[config.mk]
export PLATFORM = sky130hd
export DESIGN_NAME = branch_unit
export DESIGN_NICKNAME = d
export VERILOG_FILES = /design/src/rtl/branch_unit.sv
export SDC_FILE = /design/constraint.sdc
export NUM_CORES = 1
export LEC_CHECK = 0
export BUFFER_PORTS_ARGS = -buffer_cell sky130_fd_sc_hd__buf_4
export CORE_MARGIN = 2
export CORE_UTILIZATION = 52
export DETAILED_ROUTE_END_ITERATION = 7
export PLACE_DENSITY = 0.86
export SLEW_MARGIN = 5
export SYNTH_ARGS = -nofsm -noshare
export SYNTH_HDL_FRONTEND = slang
export SYNTH_SLANG_ARGS = --single-unit
[constraint.sdc]
create_clock -name clk -period 1.5 [get_ports clk]
set_input_delay 0.225 -clock clk [delete_from_list [all_inputs] [get_ports clk]]
set_output_delay 0.225 -clock clk [all_outputs]
set_load 0.01 [all_outputs]
[src/rtl/branch_unit.sv]
// -----------------------------------------------------------------------------
// branch_unit
//
// Flag consumer sitting between instruction decode and the fetch address port.
// It accepts branch requests from the decoder and samples the C/Z/V/S flags one
// cycle after the request is accepted. It then evaluates a 4-bit condition code
// and updates the program counter. Without a branch, pc advances on pc_inc.
//
// Optional feature macro: CALL_STACK_EN
//   defined   - call/return stack of STACK_DEPTH entries, with a sticky stk_err
//               flag for overflow and underflow.
//   undefined - call behaves as a plain conditional jump, ret is never taken,
//               stk_err is tied low and there is no stack storage.
//
// Parameters
//   PC_W         program counter width
//   STACK_DEPTH  return-address entries (power of 2, >= 2)
//
// Ports
//   clk                            clock, rising edge
//   reset                          asynchronous, active-low reset
//   flag_c/flag_z/flag_v/flag_s    flags from the flag register
//   pc_inc                         sequential advance request (honoured in IDLE only)
//   br_valid / br_ready            branch request handshake
//   br_cond, br_target             condition code and jump target
//   br_call, br_ret                call / return qualifiers
//   pc                             program counter
//   pc_load                        1-cycle pulse when pc was loaded non-sequentially
//   taken                          result of the last evaluation, held until next COMMIT
//   stk_err                        sticky stack overflow/underflow
//
// Handshake: a request transfers on a rising clk edge where br_valid and
// br_ready are both high. br_ready is high only in IDLE and does not depend
// on br_valid. The decoder may change or drop br_valid at any time. The
// request fields are only looked at on the transfer edge.
//
// FSM: IDLE -> EVAL -> COMMIT -> IDLE. The current state is visible as the
// internal signal 'state' of type state_t.
// -----------------------------------------------------------------------------
module branch_unit #(
    parameter int PC_W        = 8,
    parameter int STACK_DEPTH = 4
) (
    input  logic            clk,
    input  logic            reset,
    input  logic            flag_c,
    input  logic            flag_z,
    input  logic            flag_v,
    input  logic            flag_s,
    input  logic            pc_inc,
    input  logic            br_valid,
    output logic            br_ready,
    input  logic [3:0]      br_cond,
    input  logic [PC_W-1:0] br_target,
    input  logic            br_call,
    input  logic            br_ret,
    output logic [PC_W-1:0] pc,
    output logic            pc_load,
    output logic            taken,
    output logic            stk_err
);

    typedef enum logic [1:0] {
        ST_IDLE   = 2'd0,
        ST_EVAL   = 2'd1,
        ST_COMMIT = 2'd2
    } state_t;

    state_t state;
    state_t state_next;

    logic            handshake;
    logic [3:0]      cond_q;
    logic [PC_W-1:0] target_q;
    logic            call_q;
    logic            ret_q;
    logic            cond_res;

    // Decision made in COMMIT: whether pc is loaded, and from where.
    logic            commit_taken;
    logic [PC_W-1:0] commit_dest;

    logic [PC_W-1:0] pc_plus1;

    assign pc_plus1  = pc + PC_W'(1);
    assign handshake = br_valid & br_ready;

    function automatic logic eval_cond(input logic [3:0] cc,
                                       input logic c, input logic z,
                                       input logic v, input logic s);
        logic r;
        case (cc)
            4'h0:    r = 1'b1;
            4'h1:    r = z;
            4'h2:    r = ~z;
            4'h3:    r = c;
            4'h4:    r = ~c;
            4'h5:    r = s;
            4'h6:    r = ~s;
            4'h7:    r = v;
            4'h8:    r = ~v;
            4'h9:    r = (s == v);
            4'hA:    r = (s != v);
            4'hB:    r = ~z & (s == v);
            4'hC:    r = z | (s != v);
            4'hD:    r = c & ~z;
            4'hE:    r = ~c | z;
            default: r = 1'b0;
        endcase
        return r;
    endfunction

    // ---------------- FSM: state register ----------------
    always_ff @(posedge clk or negedge reset) begin
        if (!reset) begin
            state <= ST_IDLE;
        end else begin
            state <= state_next;
        end
    end

    // ---------------- FSM: next state ----------------
    always_comb begin
        state_next = state;
        case (state)
            ST_IDLE:   if (br_valid) state_next = ST_EVAL;
            ST_EVAL:   state_next = ST_COMMIT;
            ST_COMMIT: state_next = ST_IDLE;
            default:   state_next = ST_IDLE;
        endcase
    end

    // ---------------- FSM: outputs ----------------
    always_comb begin
        br_ready = (state == ST_IDLE);
    end

`ifdef CALL_STACK_EN
    localparam int IDX_W = $clog2(STACK_DEPTH);
    localparam int SP_W  = IDX_W + 1;

    logic [PC_W-1:0] stack_mem [STACK_DEPTH];
    logic [SP_W-1:0] sp;        // number of valid entries
    logic            stk_full;
    logic            stk_empty;
    logic            push;
    logic            pop;
    logic            stk_fault;

    assign stk_full  = (sp == SP_W'(STACK_DEPTH));
    assign stk_empty = (sp == '0);

    // A ret that finds the stack empty is demoted to not-taken.
    // A call that finds the stack full still jumps but loses its return address.
    always_comb begin
        commit_taken = cond_res;
        commit_dest  = target_q;
        push         = 1'b0;
        pop          = 1'b0;
        stk_fault    = 1'b0;
        if (ret_q) begin
            if (cond_res) begin
                if (stk_empty) begin
                    commit_taken = 1'b0;
                    stk_fault    = 1'b1;
                end else begin
                    pop         = 1'b1;
                    commit_dest = stack_mem[IDX_W'(sp - SP_W'(1))];
                end
            end
        end else if (call_q && cond_res) begin
            if (stk_full) begin
                stk_fault = 1'b1;
            end else begin
                push = 1'b1;
            end
        end
    end

    always_ff @(posedge clk) begin
        if (state == ST_COMMIT && push) begin
            stack_mem[IDX_W'(sp)] <= pc_plus1;
        end
    end

    always_ff @(posedge clk or negedge reset) begin
        if (!reset) begin
            sp      <= '0;
            stk_err <= 1'b0;
        end else if (state == ST_COMMIT) begin
            if (push) begin
                sp <= sp + SP_W'(1);
            end else if (pop) begin
                sp <= sp - SP_W'(1);
            end
            if (stk_fault) begin
                stk_err <= 1'b1;
            end
        end
    end
`else
    // Without a stack, a call is an ordinary conditional jump and a ret is never taken.
    always_comb begin
        commit_taken = cond_res & ~ret_q;
        commit_dest  = target_q;
    end

    assign stk_err = 1'b0;

    // The call qualifier carries no meaning in this build.
    logic unused_call;
    assign unused_call = &{1'b0, br_call, call_q};
`endif

    // ---------------- Datapath ----------------
    always_ff @(posedge clk or negedge reset) begin
        if (!reset) begin
            pc       <= '0;
            pc_load  <= 1'b0;
            taken    <= 1'b0;
            cond_res <= 1'b0;
            cond_q   <= '0;
            target_q <= '0;
            call_q   <= 1'b0;
            ret_q    <= 1'b0;
        end else begin
            pc_load <= 1'b0;
            case (state)
                ST_IDLE: begin
                    // A branch handshake takes priority and drops pc_inc.
                    if (handshake) begin
                        cond_q   <= br_cond;
                        target_q <= br_target;
                        call_q   <= br_call & ~br_ret;
                        ret_q    <= br_ret;
                    end else if (pc_inc) begin
                        pc <= pc_plus1;
                    end
                end
                ST_EVAL: begin
                    // The flags are sampled here, one cycle after the handshake.
                    // By then the preceding ALU flag write has landed.
                    cond_res <= eval_cond(cond_q, flag_c, flag_z, flag_v, flag_s);
                end
                ST_COMMIT: begin
                    taken <= commit_taken;
                    if (commit_taken) begin
                        pc      <= commit_dest;
                        pc_load <= 1'b1;
                    end else begin
                        pc <= pc_plus1;
                    end
                end
                default: ;
            endcase
        end
    end

endmodule
==> flow_summary.ini, run 1 <==
[die]
rows = 18
dieArea_um2 = 3110
start_util = 0.558
die_h_um = 55.8
die_w_um = 55.8
core_area_um2 = 2500
ioPinCount = 34

[global_routing]
first_global_vias = 1140
grt_first_pass_wirelength_um = 4920
antenna_found_initial = 0
grt_max_degree = 27
grt.overflow.total = 0
grt_use_total = 0.199

[pwr]
p_int_uw = 1660
leakagePower_uw = 0.000774
p_seq_frac = 0.460
clkPwrFrac = 0.137
vdd_drop_max_uv = 1200
powerDensity_nw_per_um2 = 1490
switching_share = 0.352
combPwrFrac = 0.403
netSwitchingPower_uw = 900

[setup_path]
r2r_slack_ps = 40
reg2reg_to = ret_q
cp.arrival_ps = 1670
r2r.worst_path.cells = 4
path_class = reg2reg
required_ps = 1720
start_kind = flip-flop
end_kind = flip-flop
crit_path_max_fanout = 11
r2r-start = state[1]

[sta]
fmax_mhz = 687
setup_tns_ps = 0
period_needed_ps = 1460
min_period_over_period = 0.970
whs_ps = 94.6
setup_violations = 0
hold_viol = 0
maxSlewViolCount = 0
skew_ps = 4.73
rsz0062_at_grt = yes
fin_ws_ps = 44.5

[hold_path]
hp-class = in2reg
min_to = cond_q[1]
whs_path_depth = 3
worstHoldStart = br_cond[1]

[placed_design]
gp_congestion = 0.770
dpl-instance-area_um2 = 1660
port_buffers = 31
post-place-ws_ps = 90.8
hpwlAfterDp_um = 2170

[synth]
ys_async_sr_fraction = 1.00
synth_cells = 131
syn_area_per_cell_um2 = 10.6
synth_top_area_frac = 0.466
ys_types = 44
synth_commonest_cells = dfrtp_1, nand2_1, o21ai_0, mux2_2, nand3_1
yosysSeqAreaShare = 0.466
synth_nets = 154
synth_area_leader_cell = dfrtp_1
netlist_area_um2 = 1400
netlist_top_cells_area = dfrtp_1, mux2_4, mux2_2
synthFlopType = dfrtp_1
yosys_warnings = 0
ys_ff_latch = 26
synth.most_common_cell = dfrtp_1
synth_edf_count = 0

[finish]
syn_to_final_growth_pct = 23.3
drive_above_1_share = 0.349
antenna_cells = 0
multi_input_area_um2 = 679
final_area_um2 = 1720
fillerInstances = 172
seq_area_um2 = 652
nets = 190

[detailed_routing]
ant_nets = 0
routed_wl_um = 2950
vias = 1128
wl_per_cell_um = 15.0
first_iter_violations = 47
first_pass_iters = 4
drcViolationCount = 0
vias_per_cell = 5.76

[clocking]
cts_tree = done
cts_buffers = 3
cts_sinks = 26
clkLatencyLatePin_ps = 320
clock_path_buffers = 2
h-tree-depth = 1
clock_tree.root_cell = clkbuf_4
clkTransAtPathRegs_ps = 130

[run_status]
outcome = finished clean

[job]
max_cap_viol_count = 0
how the worst max path moves through the flow:
| stage | startpoint | end |
|---|---|---|
| after floorplan | state[1] | commit_dest[3] |
| after global placement | state[1] | commit_dest[0] |
| after detailed placement | pc[0] | pc[6] |
| after CTS | state[1] | ret_q |
| after global routing | state[0] | pc[1] |
| final | state[1] | ret_q |
critical path, cell delays in order (launching register included):
cell and delay (ps):
dfrtp_1 460, nor2_2 170, and2_1 220, buf_12 160
mux2_2 330
power groups by stage:
| stage | clock network (uW) | registers, uW | logic [uW] |
|---|---|---|---|
| 2_1_floorplan | 0 | 1190 | 553 |
| 3_3_place_gp | 0 | 1160 | 949 |
| 3_5_place_dp | 0 | 1190 | 990 |
| 4_1_cts | 355 | 1170 | 1000 |
| 5_1_grt | 391 | 1210 | 1130 |
| 6_report | 349 | 1180 | 1030 |
per-stage QoR:
stage	util	power, uW	cells
after detailed placement	0.664	2180	190
after CTS	0.683	2530	195
final	0.688	2560	196
after global placement	0.664	2110	190
after floorplan	-	1740	131
after global routing	0.688	2730	196
registers in the layout, indices dropped and copies added, names as in the netlist:
register	flops
ret_q	1
cond_res	1
state	2
cond_q	4
commit_dest	8
pc	8
taken	1
pc_load	1
final cells by class:
type	count	area share
multi-input cells	93	0.395
well taps	30	0.0218
flip-flops and latches	26	0.379
clock buffers	4	0.0211
repair buffers	37	0.170
inverters	6	0.0131
cell families (layout without fill, tap and decap cells):
| logic type | Yosys count | in the layout | share of synthesized area |
|---|---|---|---|
| and+or+nand+nor | 44 | 44 | 0.179 |
| AOI/OAI and AO/OA | 31 | 31 | 0.157 |
| DFF | 26 | 26 | 0.466 |
| muxes | 13 | 13 | 0.117 |
| buffers and inverters | 12 | 47 | 0.0502 |
| xor gates and xnor gates | 3 | 3 | 0.0188 |
| adders and majority gates | 1 | 1 | 0.00897 |
| other | 1 | 1 | 0.00269 |
repair_timing:
action	CTS	global route
resized for setup	0	2
endpoints found under the hold margin	26	0
hold buffers	1	0
setup endpoints to repair	0	5
buffers inserted	0	1
cells in the final DEF (no fill, tap or decap), types with 2 or more instances in the layout:
master     instances
o21ai_0            9
mux2_2             6
xnor2_1            3
nand2b_1           3
a2bb2oi_1          2
a21oi_1            2
inv_1              5
o2bb2ai_1          2
o22a_1             3
a211oi_1           2
or3_1              2
mux2_4             5
nor2b_1            3
and3b_1            2
clkbuf_4           3
a31oi_1            2
nand2_1           15
mux2i_1            2
nor2_1             4
dfrtp_1           25
buf_4             35
nand3_1            6
routing by layer:
layer,routed length [um],up-vias,track usage
li1,-,540,-
met1,1250,541,0.249
met2,1510,41,0.332
met3,157,6,0.0419
met4,36,0,0.0836
met5,0,-,0
(Power assumes the default switching activity.)
==> inputs of run 2 (changes only) <==
--- a/config.mk
+++ b/config.mk
@@ -9,7 +9,9 @@
 export CORE_MARGIN = 2
 export CORE_UTILIZATION = 52
 export DETAILED_ROUTE_END_ITERATION = 7
+export GPL_ROUTABILITY_DRIVEN = 0
 export PLACE_DENSITY = 0.86
+export SETUP_SLACK_MARGIN = 0.4
 export SLEW_MARGIN = 5
 export SYNTH_ARGS = -nofsm -noshare
 export SYNTH_HDL_FRONTEND = slang
==> flow_summary.ini, run 2 (synthesis gave the netlist of run 1 again) <==
[finish]
syn_to_final_growth_pct = 55.1
drive_above_1_share = 0.579
final_common_cell = buf_4
final_area_um2 = 2160
layout_common_cells = buf_4, dfrtp_1, buf_6
nets = 214
post-route-util = 0.865
antenna_cells = 0
fillerInstances = 112

[clocking]
cts_sinks = 26
clock_path_buffers = 2
clock_tree.root_cell = clkbuf_4
cts_tree = done
cts_buffers = 3
h-tree-depth = 1
clkLatencyLatePin_ps = 340
clkTransAtPathRegs_ps = 150

[die]
die_w_um = 55.8
rows = 18
dieArea_um2 = 3110
core_area_um2 = 2500
ioPinCount = 34
die_h_um = 55.8
start_util = 0.558

[setup_path]
start_kind = flip-flop
end_kind = flip-flop
crit_path_max_fanout = 4
crit_slowest_cell = dfrtp_1
required_ps = 1800
path_cells = ha_2 -> and3_4 -> nand3_2 -> a21oi_1 -> o22a_1
critPathTopFamily = flip-flops
worst_path_largest_cell_delay_ps = 460
cp.arrival_ps = 1800
crit_cells = 5
r2r.worst_path.cells = 5
path_class = reg2reg
critPathBufInv = 0
startpoint = pc[0]
r2r-start = pc[0]

[sta]
maxSlewViolCount = 0
setup_violations = 1
fmax_mhz = 665
rsz0062_at_grt = yes
hold_viol = 0
skew_ps = 9.08
min_period_over_period = 1.00
period_needed_ps = 1500
fin_ws_ps = -3.13

[detailed_routing]
first_iter_violations = 54
ant_nets = 0
vias = 1354
drcViolationCount = 0
first_pass_iters = 4
wl_per_cell_um = 22.3
vias_per_cell = 6.15
routed_wl_um = 4910

[global_routing]
grt_first_pass_wirelength_um = 6470
grt_use_total = 0.268
grt.overflow.total = 0
grt_max_degree = 27
first_global_vias = 1335
antenna_found_initial = 0

[job]
max_cap_viol_count = 0

[hold_path]
whs_path_depth = 3
hp-class = in2reg
worstHoldStart = br_cond[1]

[pwr]
vdd_drop_max_uv = 1430
leakagePower_uw = 0.000979
powerDensity_nw_per_um2 = 1650
power_uw = 3570

[placed_design]
port_buffers = 31
post-place-ws_ps = 128
dpl-instance-area_um2 = 1690
hpwlAfterDp_um = 2110

[run_status]
violations = setup timing
outcome = finished, violations left
## run 2: cell types whose count changed in the layout (fill, tap and decap cells not counted), moves of 3 or more
cell | previous run | this run
dfrtp_1 | 25 | 19
nand3_2 | 0 | 3
mux2_4 | 5 | 11
dfrtp_2 | 1 | 7
nand3_1 | 6 | 3
mux2_2 | 6 | 0
buf_6 | 0 | 18
o21ai_1 | 0 | 3
buf_4 | 35 | 38
o21ai_0 | 9 | 3
o21ai_2 | 0 | 3
## run 2: final timing paths
path,to,slack (ps)
max,pc[6],-3
min,cond_q[1],80
max reg2reg,pc[6],-3
min reg2reg,pc[3],560
max in group asynchronous,pc[2],930
min in group asynchronous,commit_dest[6],300
## run 2: metal layers
layer  GRT usage  wire length, um  vias up
li1            -                -      586
met1       0.319             1870      693
met2       0.463             2680       59
met3      0.0372              207       16
met4       0.146              161        0
met5           0                0        -
## run 2: repair_timing
action / CTS / global route
hold endpoints to repair: 26 / 0
hold buffers: 1 / 0
gates cloned: 2 / 1
buffers inserted: 17 / 3
resized for setup: 33 / 28
setup endpoints to repair: 32 / 33
pin swaps: 9 / 10
## run 2: tightest hold or removal path: stages
cell     delay (ps)
buf_4            70
nand2_1          40
o21ai_1          60
## run 2: where the power goes
group | switching [uW] | internal (uW) | total, uW | leakage [uW]
registers | 280 | 949 | 1230 | 0.000304
clock network | 232 | 271 | 503 | 0.0000279
logic | 800 | 1040 | 1840 | 0.000647
total | 1310 | 2260 | 3570 | 0.000979
## run 2: per-stage QoR
step | hold slack (ps) | cells | TNS [ps]
floorplan | -70.6 | 131 | 0
global placement | 142 | 192 | 0
detailed placement | 148 | 192 | 0
CTS | 92.8 | 216 | 0
global route | 76.9 | 220 | -94.7
finish | 79.7 | 220 | -3.13
## run 2: layout make-up
cell class / instances / area [um^2] / share of cell area
repair inverters: 1 / 3.75 / 0.00174
multi-input cells: 94 / 837 / 0.387
well taps: 30 / 37.5 / 0.0174
inverters: 6 / 30.0 / 0.0139
flip-flops and latches: 26 / 659 / 0.305
repair buffers: 59 / 543 / 0.251
clock buffers: 3 / 22.5 / 0.0104
clock inverters: 1 / 30.0 / 0.0139
==> inputs of run 3 (changes only) <==
--- a/config.mk
+++ b/config.mk
@@ -5,7 +5,9 @@
 export SDC_FILE = /design/constraint.sdc
 export NUM_CORES = 1
 export LEC_CHECK = 0
+export ABC_AREA = 1
 export BUFFER_PORTS_ARGS = -buffer_cell sky130_fd_sc_hd__buf_4
+export CAP_MARGIN = 40
 export CORE_MARGIN = 2
 export CORE_UTILIZATION = 52
 export DETAILED_ROUTE_END_ITERATION = 7
==> flow_summary.ini, run 3 <==
[setup_path]
path_class = reg2reg
reg2reg_to = pc[6]
r2r.worst_path.cells = 6
cp.arrival_ps = 1580
r2r_slack_ps = 150
start_kind = flip-flop
r2r-start = pc[1]
required_ps = 1730
end_kind = flip-flop
crit_path_max_fanout = 3
startpoint = pc[1]

[finish]
final_area_um2 = 2060
syn_to_final_growth_pct = 45.6
antenna_cells = 0
post-route-util = 0.816
layout_common_cells = nand2_1, buf_4, dfrtp_1
final_common_cell = nand2_1
fillerInstances = 151
drive_above_1_share = 0.346
nets = 281

[die]
start_util = 0.561
die_h_um = 56.1
die_w_um = 56.1
ioPinCount = 34
core_area_um2 = 2520
dieArea_um2 = 3150
rows = 18

[global_routing]
grt_use_total = 0.227
first_global_vias = 1372
grt_first_pass_wirelength_um = 5840
antenna_found_initial = 0
grt_max_degree = 27
grt.overflow.total = 0

[synth]
yosysSeqAreaShare = 0.460
ys_async_sr_fraction = 1.00
netlist_top_cells_area = dfrtp_1, nand2_1, inv_1
yosys_warnings = 0
synth_commonest_cells = nand2_1, dfrtp_1, inv_1, nor2_1, o21ai_0
netlist_area_um2 = 1410
synth_top_area_frac = 0.460
synthFlopType = dfrtp_1
synth_cells = 200
synth_edf_count = 0
ys_ff_latch = 26
synth_nets = 223
ys_types = 21
synth.most_common_cell = nand2_1
syn_area_per_cell_um2 = 7.07
synth_area_leader_cell = dfrtp_1

[sta]
skew_ps = 7.53
fin_ws_ps = 151
min_period_over_period = 0.900
setup_tns_ps = 0
period_needed_ps = 1350
setup_violations = 0
whs_ps = 84.6
rsz0062_at_grt = yes
fmax_mhz = 741
maxSlewViolCount = 0
hold_viol = 0

[detailed_routing]
drcViolationCount = 0
first_pass_iters = 4
first_iter_violations = 80
vias_per_cell = 5.30
ant_nets = 0
routed_wl_um = 3950
vias = 1521
wl_per_cell_um = 13.8

[clocking]
cts_sinks = 26
clkLatencyLatePin_ps = 330
cts_buffers = 3
h-tree-depth = 1
clkTransAtPathRegs_ps = 140
cts_tree = done
clock_path_buffers = 2
clock_tree.root_cell = clkbuf_4

[hold_path]
hp-class = in2reg
whs_path_depth = 3
worstHoldStart = br_target[0]
min_to = commit_dest[0]

[placed_design]
hpwlAfterDp_um = 2160
dpl-instance-area_um2 = 1690
post-place-ws_ps = 138
port_buffers = 31

[pwr]
powerDensity_nw_per_um2 = 1540
vdd_drop_max_uv = 1240
leakagePower_uw = 0.00110

[job]
max_cap_viol_count = 0

[run_status]
outcome = finished clean
run 3: worst max-delay path by stage:
| stage | end | slack, ps | depth (start not counted) |
|---|---|---|---|
| CTS | br_ready | 250 | 2 |
| finish | pc[6] | 150 | 6 |
| floorplan | pc[6] | 320 | 6 |
| global route | pc[5] | 130 | 7 |
| detailed placement | pc[7] | 140 | 6 |
| global placement | pc[5] | 200 | 7 |
run 3: area by class of cell:
class	count	area [um^2]	share of cell area
well taps	30	37.5	0.0182
multi-input cells	145	731	0.355
inverters	25	101	0.0492
repair buffers	57	495	0.241
flip-flops and latches	26	657	0.319
clock buffers	4	36.3	0.0176
run 3: critical path, stage by stage (launching register included):
cell	delay, ps
dfrtp_1	470
ha_2	240
nand3_2	120
nor2_2	120
nand2_1	90
o22ai_1	130
a21oi_1	90
run 3: report_power, final:
part	internal (uW)	total [uW]	switching [uW]
registers	928	1180	256
clock network	149	357	209
logic	829	1620	793
run 3: metrics by stage:
stage / power (uW) / std cells
final: 3160 / 287
after global routing: 3350 / 287
after detailed placement: 2130 / 258
after global placement: 2090 / 258
after floorplan: 1750 / 200
after CTS: 2750 / 278
run 3: cells by family after synthesis:
| family | share of synthesized area |
|---|---|
| simple gates | 0.338 |
| buf+inv | 0.0911 |
| flops | 0.460 |
| compound gates | 0.0991 |
| fa+ha+maj | 0.00885 |
| other cells | 0.00265 |
run 3: timing repair:
action,4_1_cts,5_1_grt
buffers inserted,15,8
hold endpoints to repair,26,0
gates resized for setup,18,20
pin swaps,5,5
setup endpoints to repair,32,32
gates cloned,0,1
hold buffers,1,0
run 3: per-layer routing:
metal	vias up	GRT usage	wire [um]
met3	11	0.0512	272
met4	0	0.0408	83
met5	-	0	0
li1	743	-	-
met1	691	0.291	1570
met2	76	0.397	2030
